[config.mk]
export PLATFORM = sky130hd
export DESIGN_NAME = bpu_upd_ctrl
export DESIGN_NICKNAME = d
export VERILOG_FILES = /design/src/rtl/bpu_upd_ctrl_pkg.sv /design/src/rtl/bpu_upd_ctrl_fifo.sv /design/src/rtl/bpu_upd_ctrl.sv
export SDC_FILE = /design/constraint.sdc
export NUM_CORES = 1
export LEC_CHECK = 0
export CORE_ASPECT_RATIO = 1.1
export CORE_MARGIN = 2
export CORE_UTILIZATION = 51
export DETAILED_ROUTE_END_ITERATION = 6
export HOLD_SLACK_MARGIN = 0.06
export PLACE_DENSITY = 0.77
export SYNTH_ARGS = -nofsm -noshare
export SYNTH_HDL_FRONTEND = slang
export SYNTH_SLANG_ARGS = --single-unit
[constraint.sdc]
create_clock -name clk -period 7.4 [get_ports clk]
set_clock_uncertainty 0.15 [all_clocks]
set_input_delay 1.48 -clock clk [delete_from_list [all_inputs] [get_ports clk]]
set_output_delay 1.48 -clock clk [all_outputs]
set_load 0.02 [all_outputs]
[src/rtl/bpu_upd_ctrl_pkg.sv]
// rtl/bpu_upd_ctrl_pkg.sv - shared widths, FSM encoding and payload helper for bpu_upd_ctrl
package bpu_upd_ctrl_pkg;

  localparam int PC_W                = 32;
  localparam int BPU_UPD_W           = 40;
  localparam int BPU_UPD_TAKEN_TGT_W = 30;
  localparam int UPD_PART_W          = BPU_UPD_W - BPU_UPD_TAKEN_TGT_W;

  // Cleared PHT entries read as weak not-taken (2'b01) and cleared BTB entries
  // as invalid; the predictor supplies that data, this block only sequences it.
  typedef enum logic {
    BPU_UC_CLEAR = 1'b0,
    BPU_UC_RUN   = 1'b1
  } bpu_uc_state_e;

  // Payload = {is_bcc, is_breg, is_brel, taken, tag pc, actual npc, partial upd}
  function automatic int bpu_upd_payload_w(input int btb_p_num);
    return 4 + (PC_W - btb_p_num) + PC_W + UPD_PART_W;
  endfunction

endpackage

[src/rtl/bpu_upd_ctrl_fifo.sv]
// rtl/bpu_upd_ctrl_fifo.sv - multi-push, single-pop update FIFO with lane compaction
module bpu_upd_fifo
  import bpu_upd_ctrl_pkg::*;
#(
  parameter int NL      = 2,
  parameter int P_DEPTH = 2,
  parameter int W       = 8
) (
  input  logic              clk,
  input  logic              rst,
  input  logic              clr,
  input  logic [NL-1:0]     push_valid,
  input  logic [NL*W-1:0]   push_data,
  input  logic              pop,
  output logic [W-1:0]      head,
  output logic [P_DEPTH:0]  count
);

  localparam int D = 1 << P_DEPTH;

  logic [W-1:0]         mem [D];
  logic [P_DEPTH-1:0]   wr_ptr;
  logic [P_DEPTH-1:0]   rd_ptr;
  logic [P_DEPTH-1:0]   slot [NL];
  logic [P_DEPTH-1:0]   slot_off;
  logic [P_DEPTH:0]     n_push;

  // Compact valid lanes: each lane lands after all lower valid lanes.
  always_comb begin
    slot_off = '0;
    n_push   = '0;
    for (int i = 0; i < NL; i++) begin
      slot[i]  = wr_ptr + slot_off;
      slot_off = slot_off + P_DEPTH'(push_valid[i]);
      n_push   = n_push + (P_DEPTH+1)'(push_valid[i]);
    end
  end

  // Storage write; entries are don't-care until pointed at by rd_ptr.
  always_ff @(posedge clk) begin
    for (int i = 0; i < NL; i++) begin
      if (push_valid[i]) mem[slot[i]] <= push_data[i*W +: W];
    end
  end

  // Modulo-D pointers and occupancy; a pop frees its slot for the next cycle only.
  always_ff @(posedge clk) begin
    if (!rst || clr) begin
      wr_ptr <= '0;
      rd_ptr <= '0;
      count  <= '0;
    end else begin
      wr_ptr <= wr_ptr + n_push[P_DEPTH-1:0];
      if (pop) rd_ptr <= rd_ptr + P_DEPTH'(1);
      count  <= count + n_push - (P_DEPTH+1)'(pop);
    end
  end

  assign head = mem[rd_ptr];

endmodule

[src/rtl/bpu_upd_ctrl.sv]
// rtl/bpu_upd_ctrl.sv - predictor training scheduler and table-clear sequencer (option: BPU_UPD_DROP_EN)
module bpu_upd_ctrl
  import bpu_upd_ctrl_pkg::*;
#(
  parameter int CONFIG_PHT_P_NUM      = 9,
  parameter int CONFIG_BTB_P_NUM      = 9,
  parameter int CONFIG_P_COMMIT_WIDTH = 1,
  parameter int CONFIG_P_UPD_FIFO     = 2,
  localparam int NL    = 1 << CONFIG_P_COMMIT_WIDTH,
  localparam int TAG_W = PC_W - CONFIG_BTB_P_NUM,
  localparam int SW    = (CONFIG_PHT_P_NUM > CONFIG_BTB_P_NUM) ? CONFIG_PHT_P_NUM : CONFIG_BTB_P_NUM
) (
  input  logic                     clk,
  input  logic                     rst,
  input  logic                     flush_req,
  input  logic [NL-1:0]            cmt_valid,
  input  logic [NL-1:0]            cmt_is_bcc,
  input  logic [NL-1:0]            cmt_is_breg,
  input  logic [NL-1:0]            cmt_is_brel,
  input  logic [NL-1:0]            cmt_taken,
  input  logic [NL*TAG_W-1:0]      cmt_pc,
  input  logic [NL*PC_W-1:0]       cmt_npc_act,
  input  logic [NL*UPD_PART_W-1:0] cmt_upd,
  output logic                     cmt_ready,
  output logic                     bpu_wb,
  output logic                     bpu_wb_is_bcc,
  output logic                     bpu_wb_is_breg,
  output logic                     bpu_wb_is_brel,
  output logic                     bpu_wb_taken,
  output logic [TAG_W-1:0]         bpu_wb_pc,
  output logic [PC_W-1:0]          bpu_wb_npc_act,
  output logic [UPD_PART_W-1:0]    bpu_wb_upd_partial,
  output logic                     init_we,
  output logic                     init_pht_we,
  output logic                     init_btb_we,
  output logic [SW-1:0]            init_addr,
  output logic                     bpu_busy
`ifdef BPU_UPD_DROP_EN
  ,
  output logic [15:0]              drop_cnt
`endif
);

  localparam int D     = 1 << CONFIG_P_UPD_FIFO;
  localparam int CW    = CONFIG_P_UPD_FIFO + 1;
  localparam int PW    = bpu_upd_payload_w(CONFIG_BTB_P_NUM);
  localparam int PHT_N = 1 << CONFIG_PHT_P_NUM;
  localparam int BTB_N = 1 << CONFIG_BTB_P_NUM;
  localparam logic [SW-1:0] IDX_LAST = '1;

  bpu_uc_state_e    state, state_nxt;
  logic [SW-1:0]    idx, idx_nxt;
  logic [CW-1:0]    fifo_cnt;
  logic [PW-1:0]    fifo_head;
  logic [NL*PW-1:0] push_data;
  logic [NL-1:0]    lane_br;
  logic [NL-1:0]    lane_push;
  logic             in_run;
  logic             fifo_pop;
  int               room_left;

  assign in_run  = (state == BPU_UC_RUN);
  assign lane_br = cmt_is_bcc | cmt_is_breg | cmt_is_brel;

`ifdef BPU_UPD_DROP_EN
  assign cmt_ready = in_run;
`else
  assign cmt_ready = in_run & ((D - int'(fifo_cnt)) >= NL) & ~flush_req;
`endif

  // Select lanes to enqueue in lane order; lanes beyond free space are dropped (oldest kept).
  always_comb begin
    lane_push = '0;
    room_left = D - int'(fifo_cnt);
    for (int i = 0; i < NL; i++) begin
      if (cmt_valid[i] && cmt_ready && !flush_req && lane_br[i] && room_left > 0) begin
        lane_push[i] = 1'b1;
        room_left    = room_left - 1;
      end
    end
  end

  // Pack per-lane payload for the FIFO.
  always_comb begin
    push_data = '0;
    for (int i = 0; i < NL; i++) begin
      push_data[i*PW +: PW] = {cmt_is_bcc[i], cmt_is_breg[i], cmt_is_brel[i], cmt_taken[i],
                               cmt_pc[i*TAG_W +: TAG_W], cmt_npc_act[i*PC_W +: PC_W],
                               cmt_upd[i*UPD_PART_W +: UPD_PART_W]};
    end
  end

  assign fifo_pop = in_run & (fifo_cnt != '0) & ~flush_req;

  bpu_upd_fifo #(
    .NL      (NL),
    .P_DEPTH (CONFIG_P_UPD_FIFO),
    .W       (PW)
  ) u_fifo (
    .clk        (clk),
    .rst        (rst),
    .clr        (flush_req),
    .push_valid (lane_push),
    .push_data  (push_data),
    .pop        (fifo_pop),
    .head       (fifo_head),
    .count      (fifo_cnt)
  );

  // Clear/run state register.
  always_ff @(posedge clk) begin
    if (!rst) begin
      state <= BPU_UC_CLEAR;
      idx   <= '0;
    end else begin
      state <= state_nxt;
      idx   <= idx_nxt;
    end
  end

  // Clear walks every index once; a flush (re)starts the walk from 0.
  always_comb begin
    state_nxt = state;
    idx_nxt   = idx;
    case (state)
      BPU_UC_CLEAR: begin
        if (flush_req) begin
          idx_nxt = '0;
        end else if (idx == IDX_LAST) begin
          idx_nxt   = '0;
          state_nxt = BPU_UC_RUN;
        end else begin
          idx_nxt = idx + SW'(1);
        end
      end
      BPU_UC_RUN: begin
        if (flush_req) begin
          idx_nxt   = '0;
          state_nxt = BPU_UC_CLEAR;
        end
      end
      default: ;
    endcase
  end

  // Registered clear strobes; busy also covers the flush cycle so fetch never sees a gap.
  always_ff @(posedge clk) begin
    if (!rst) begin
      init_we     <= 1'b0;
      init_pht_we <= 1'b0;
      init_btb_we <= 1'b0;
      init_addr   <= '0;
      bpu_busy    <= 1'b1;
    end else begin
      init_we     <= ~in_run;
      init_pht_we <= ~in_run & (int'(idx) < PHT_N);
      init_btb_we <= ~in_run & (int'(idx) < BTB_N);
      init_addr   <= in_run ? '0 : idx;
      bpu_busy    <= ~in_run | (state_nxt == BPU_UC_CLEAR);
    end
  end

  // Serialized write-back register; payload holds between pulses.
  always_ff @(posedge clk) begin
    if (!rst) begin
      bpu_wb <= 1'b0;
      {bpu_wb_is_bcc, bpu_wb_is_breg, bpu_wb_is_brel, bpu_wb_taken,
       bpu_wb_pc, bpu_wb_npc_act, bpu_wb_upd_partial} <= '0;
    end else begin
      bpu_wb <= fifo_pop;
      if (fifo_pop) begin
        {bpu_wb_is_bcc, bpu_wb_is_breg, bpu_wb_is_brel, bpu_wb_taken,
         bpu_wb_pc, bpu_wb_npc_act, bpu_wb_upd_partial} <= fifo_head;
      end
    end
  end

`ifdef BPU_UPD_DROP_EN
  logic [NL-1:0] lane_drop;
  logic [16:0]   drop_sum;

  assign lane_drop = cmt_valid & lane_br & ~lane_push & {NL{cmt_ready & ~flush_req}};
  assign drop_sum  = {1'b0, drop_cnt} + 17'($countones(lane_drop));

  // Saturating count of branch updates lost to a full FIFO.
  always_ff @(posedge clk) begin
    if (!rst) drop_cnt <= '0;
    else      drop_cnt <= drop_sum[16] ? 16'hffff : drop_sum[15:0];
  end
`endif

endmodule

==> run summary <==
status - complete, no violations
Port Buffer Count - 226
drt wl/cell - 22.1 µm
Synth area leader - edfxtp_1
RSZ-0062 raised after global routing - no
post-synthesis cell count - 1125
most frequent cells in the layout - 276 x edfxtp_1, 225 x clkdlybuf4s50_1, 138 x mux2_4, 138 x mux2_2, 108 x nand2_1
Worst path top cell family by delay - simple AND/OR/NAND/NOR gates
synth top area cells - edfxtp_1 46%, mux2_4 12%, dfxtp_1 11%
path depth of the worst reg2reg path - 12
P_sw - 0.000879 W
post-synthesis sequential area ratio - 0.574
max_cap viols - 0
Slew HR - 0.229
startpoint types - primary input
worst hold margin - 0.305 ns
worst stage delay on the critical path - 0.71 ns
Pwr Density - 204 nW/µm²
most common cell after layout, fill and taps aside - edfxtp_1
Syn Nets - 1281
Total GRT Usage - 0.218
Final setup viols - 0
Period minus WS final - 5.36 ns
clock-pin slew on the worst setup and hold paths - 0.06 ns
Post-Syn Area per Cell - 15.9 µm²
largest net degree at the start of global routing - 75
max-slew violation count - 0
DRT iter0 DRCs - 585
Die Y - 200 µm
CP Capture Type - flop
Hold EP - bpu_wb_upd_partial[5]$_SDFFE_PN0P_
DRC Markers - 0
Die X-Extent - 182 µm
Tcrit/Tclk final - 0.724
min-delay src - bpu_wb_upd_partial[5]$_SDFFE_PN0P_
Hold Buf Count CTS - 0
count of cell types in the netlist - 42
Synth top area share - 0.464
WP buf/inv - 2
r2r setup slk - 2.52 ns
Synth Area in Adders - 0.00953
Clk pwr share - 0.433
simple-gate share of the synthesized area - 0.0480
Post-Synth XOR/XNOR Area - 0.00491
n_diodes - 0
worst vdd ir - 0.177 mV
Comb power frac - 0.053
crit-path cells - clkdlybuf4s50_1 -> and2b_2 -> o311ai_0 -> nor3_1 -> ha_1 -> xor2_1 -> nand4_4 -> o21ai_4 -> buf_12
IO Pins - 227
clock buffer count from CTS - 39
clk buf depth - 3
switching share of total power - 0.201
CP max-delay cell - nand4_4
Flop pwr share - 0.514
required time of the worst setup path - 7.43 ns
First-pass DRT Iterations - 5
share of cells above drive strength 1 - 0.312
# clock sinks - 374
Compound-Gate Fraction of Synth Area - 0.0321
RD Place Congestion - 0.783
synthesized cell area - 17900 µm²
DIE AREA - 36500 µm²
fillers - 2541
post-synthesis mux area share - 0.291
reg2reg end - u_fifo.mem[0][59]$_DFFE_PP_
Yosys warning count - 0
vias per inst - 5.67
core area - 34400 µm²
clk root buf - clkbuf_16
first-pass GRT wire length - 61400 µm
htree depth - 2
Nets - 1483
Rows - 71
remaining global-route overflow - 0
Final HPWL DP - 23300 µm
vias in the first global route - 10800
worst path arrival time - 5.39 ns
worst skew pair latency - 0.53 ns
Yosys reg bits - 374
initial antenna violation count - 1
CTS tree - built
Initial Utilization - 0.519
placed insts - 1724
fmax - 187 MHz
Layout area overhead - 20.0%
Post-Layout Cell Count - 1794
Least-Margin Pin Slew - 1.16 ns
CP max FO - 46
postcts setup bufs - 0
post-CTS sizing - 0
WS Path Type - primary input to flop
Fin Setup TNS - 0 ns
Hold Crit Depth - 2
final hold vios - 0
largest family of logic cells by synthesized area - multiplexers
LEAKAGE - 7.29 nW
reg2reg start - u_fifo.count[0]$_SDFF_PP0_
Antenna Nets Post-Route - 0
Cell Int Power - 0.00349 W
DR vias - 10200
detailed-route wire length - 39600 µm
Hold Crit Class - flop to flop
per-layer routing:
| layer | vias to the layer above | GRT usage | share of wire |
|---|---|---|---|
| li1 | 4649 | - | - |
| met1 | 5152 | 0.277 | 0.42 |
| met3 | 61 | 0.0391 | 0.057 |
| met2 | 313 | 0.382 | 0.50 |
| met5 | - | 0 | 0.00033 |
| met4 | 2 | 0.0616 | 0.023 |
worst max-delay path by stage:
stage	end	cells after the start	slack (ns)	from
CTS	u_fifo.mem[3][59]$_DFFE_PP_	9	2.04	flush_req
finish	u_fifo.mem[3][39]$_DFFE_PP_	9	2.04	flush_req
floorplan	u_fifo.mem[0][0]$_DFFE_PP_	5	1.14	flush_req
global route	u_fifo.mem[3][39]$_DFFE_PP_	9	1.85	flush_req
detailed placement	u_fifo.mem[3][49]$_DFFE_PP_	9	1.54	flush_req
global placement	u_fifo.mem[3][50]$_DFFE_PP_	9	1.64	flush_req
synthesized netlist by cell type:
cell,n
a21boi_0,28
a21oi_1,43
a311oi_2,1
a31oi_1,1
a32o_1,1
and2_1,14
and2b_2,1
and3_1,3
and3_4,2
buf_1,5
buf_12,16
buf_2,6
buf_4,3
buf_6,14
clkbuf_1,32
dfxtp_1,98
edfxtp_1,276
fa_1,1
ha_1,12
inv_1,15
mux2_2,138
mux2_4,138
mux2i_1,1
mux4_2,69
nand2_1,108
nand2b_1,3
nand3_1,3
nand3b_1,1
nand4_2,2
nor2_1,53
nor2b_1,2
nor3_1,4
o21ai_0,11
o21bai_1,2
o22ai_1,2
o311a_1,1
o311ai_0,1
o31ai_1,2
or2_2,1
or4b_1,1
xnor2_1,7
xor2_1,3
cell families (layout without fill, tap and decap cells):
group / Yosys count / after routing
XOR/XNOR: 10 / 10
buffers and inverters: 91 / 322
flip-flops: 374 / 374
AO/OA/AOI/OAI: 93 / 93
AND/OR/NAND/NOR: 198 / 198
adder cells (fa/ha/maj): 13 / 13
multiplexers: 346 / 346
through the flow:
| stage | total power, W | setup slack [ns] | instance area (µm²) | utilization |
|---|---|---|---|---|
| 6_report | 0.00437 | 2.04 | 21400 | 0.623 |
| 3_5_place_dp | 0.00252 | 1.54 | 20200 | 0.588 |
| 4_1_cts | 0.00440 | 2.04 | 21400 | 0.623 |
| 2_1_floorplan | 0.00240 | 1.14 | 17900 | - |
| 5_1_grt | 0.00450 | 1.85 | 21400 | 0.623 |
| 3_3_place_gp | 0.00251 | 1.64 | 20200 | 0.588 |
layout make-up:
cell class,count,area (µm²),area share
repair buffers,237,2390,0.112
clock buffers,58,1100,0.0512
inverters,15,56.3,0.00263
well taps,438,548,0.0256
flip-flops and latches,374,10300,0.479
multi-input cells,660,6950,0.324
clock inverters,12,128,0.00596
power by group through the flow:
stage	combinational, W	clock [W]	sequential, W
floorplan	0.000101	0	0.00229
global placement	0.000222	0	0.00229
detailed placement	0.000228	0	0.00229
CTS	0.000230	0.00192	0.00225
global route	0.000245	0.00201	0.00225
finish	0.000231	0.00189	0.00225
worst register-to-register path, delay by kind of cell, from the launching register on:
kind                       cells  cell delay [ns]
AOI/OAI and AO/OA              1             0.63
xor gates and xnor gates       1             0.20
adders and majority gates      3             0.89
buffers and inverters          3             0.96
DFF                            1             0.36
muxes                          1             0.42
and+or+nand+nor                3             1.03
state kept, by name, indices dropped and copies added (netlist names), 3 cells and up:
name                cells
bpu_wb_npc_act         32
bpu_wb_pc              23
bpu_wb_upd_partial     10
idx                     9
init_addr               9
u_fifo.count            3
u_fifo.mem            276
Note: power is estimated with default switching activity, not from simulation.
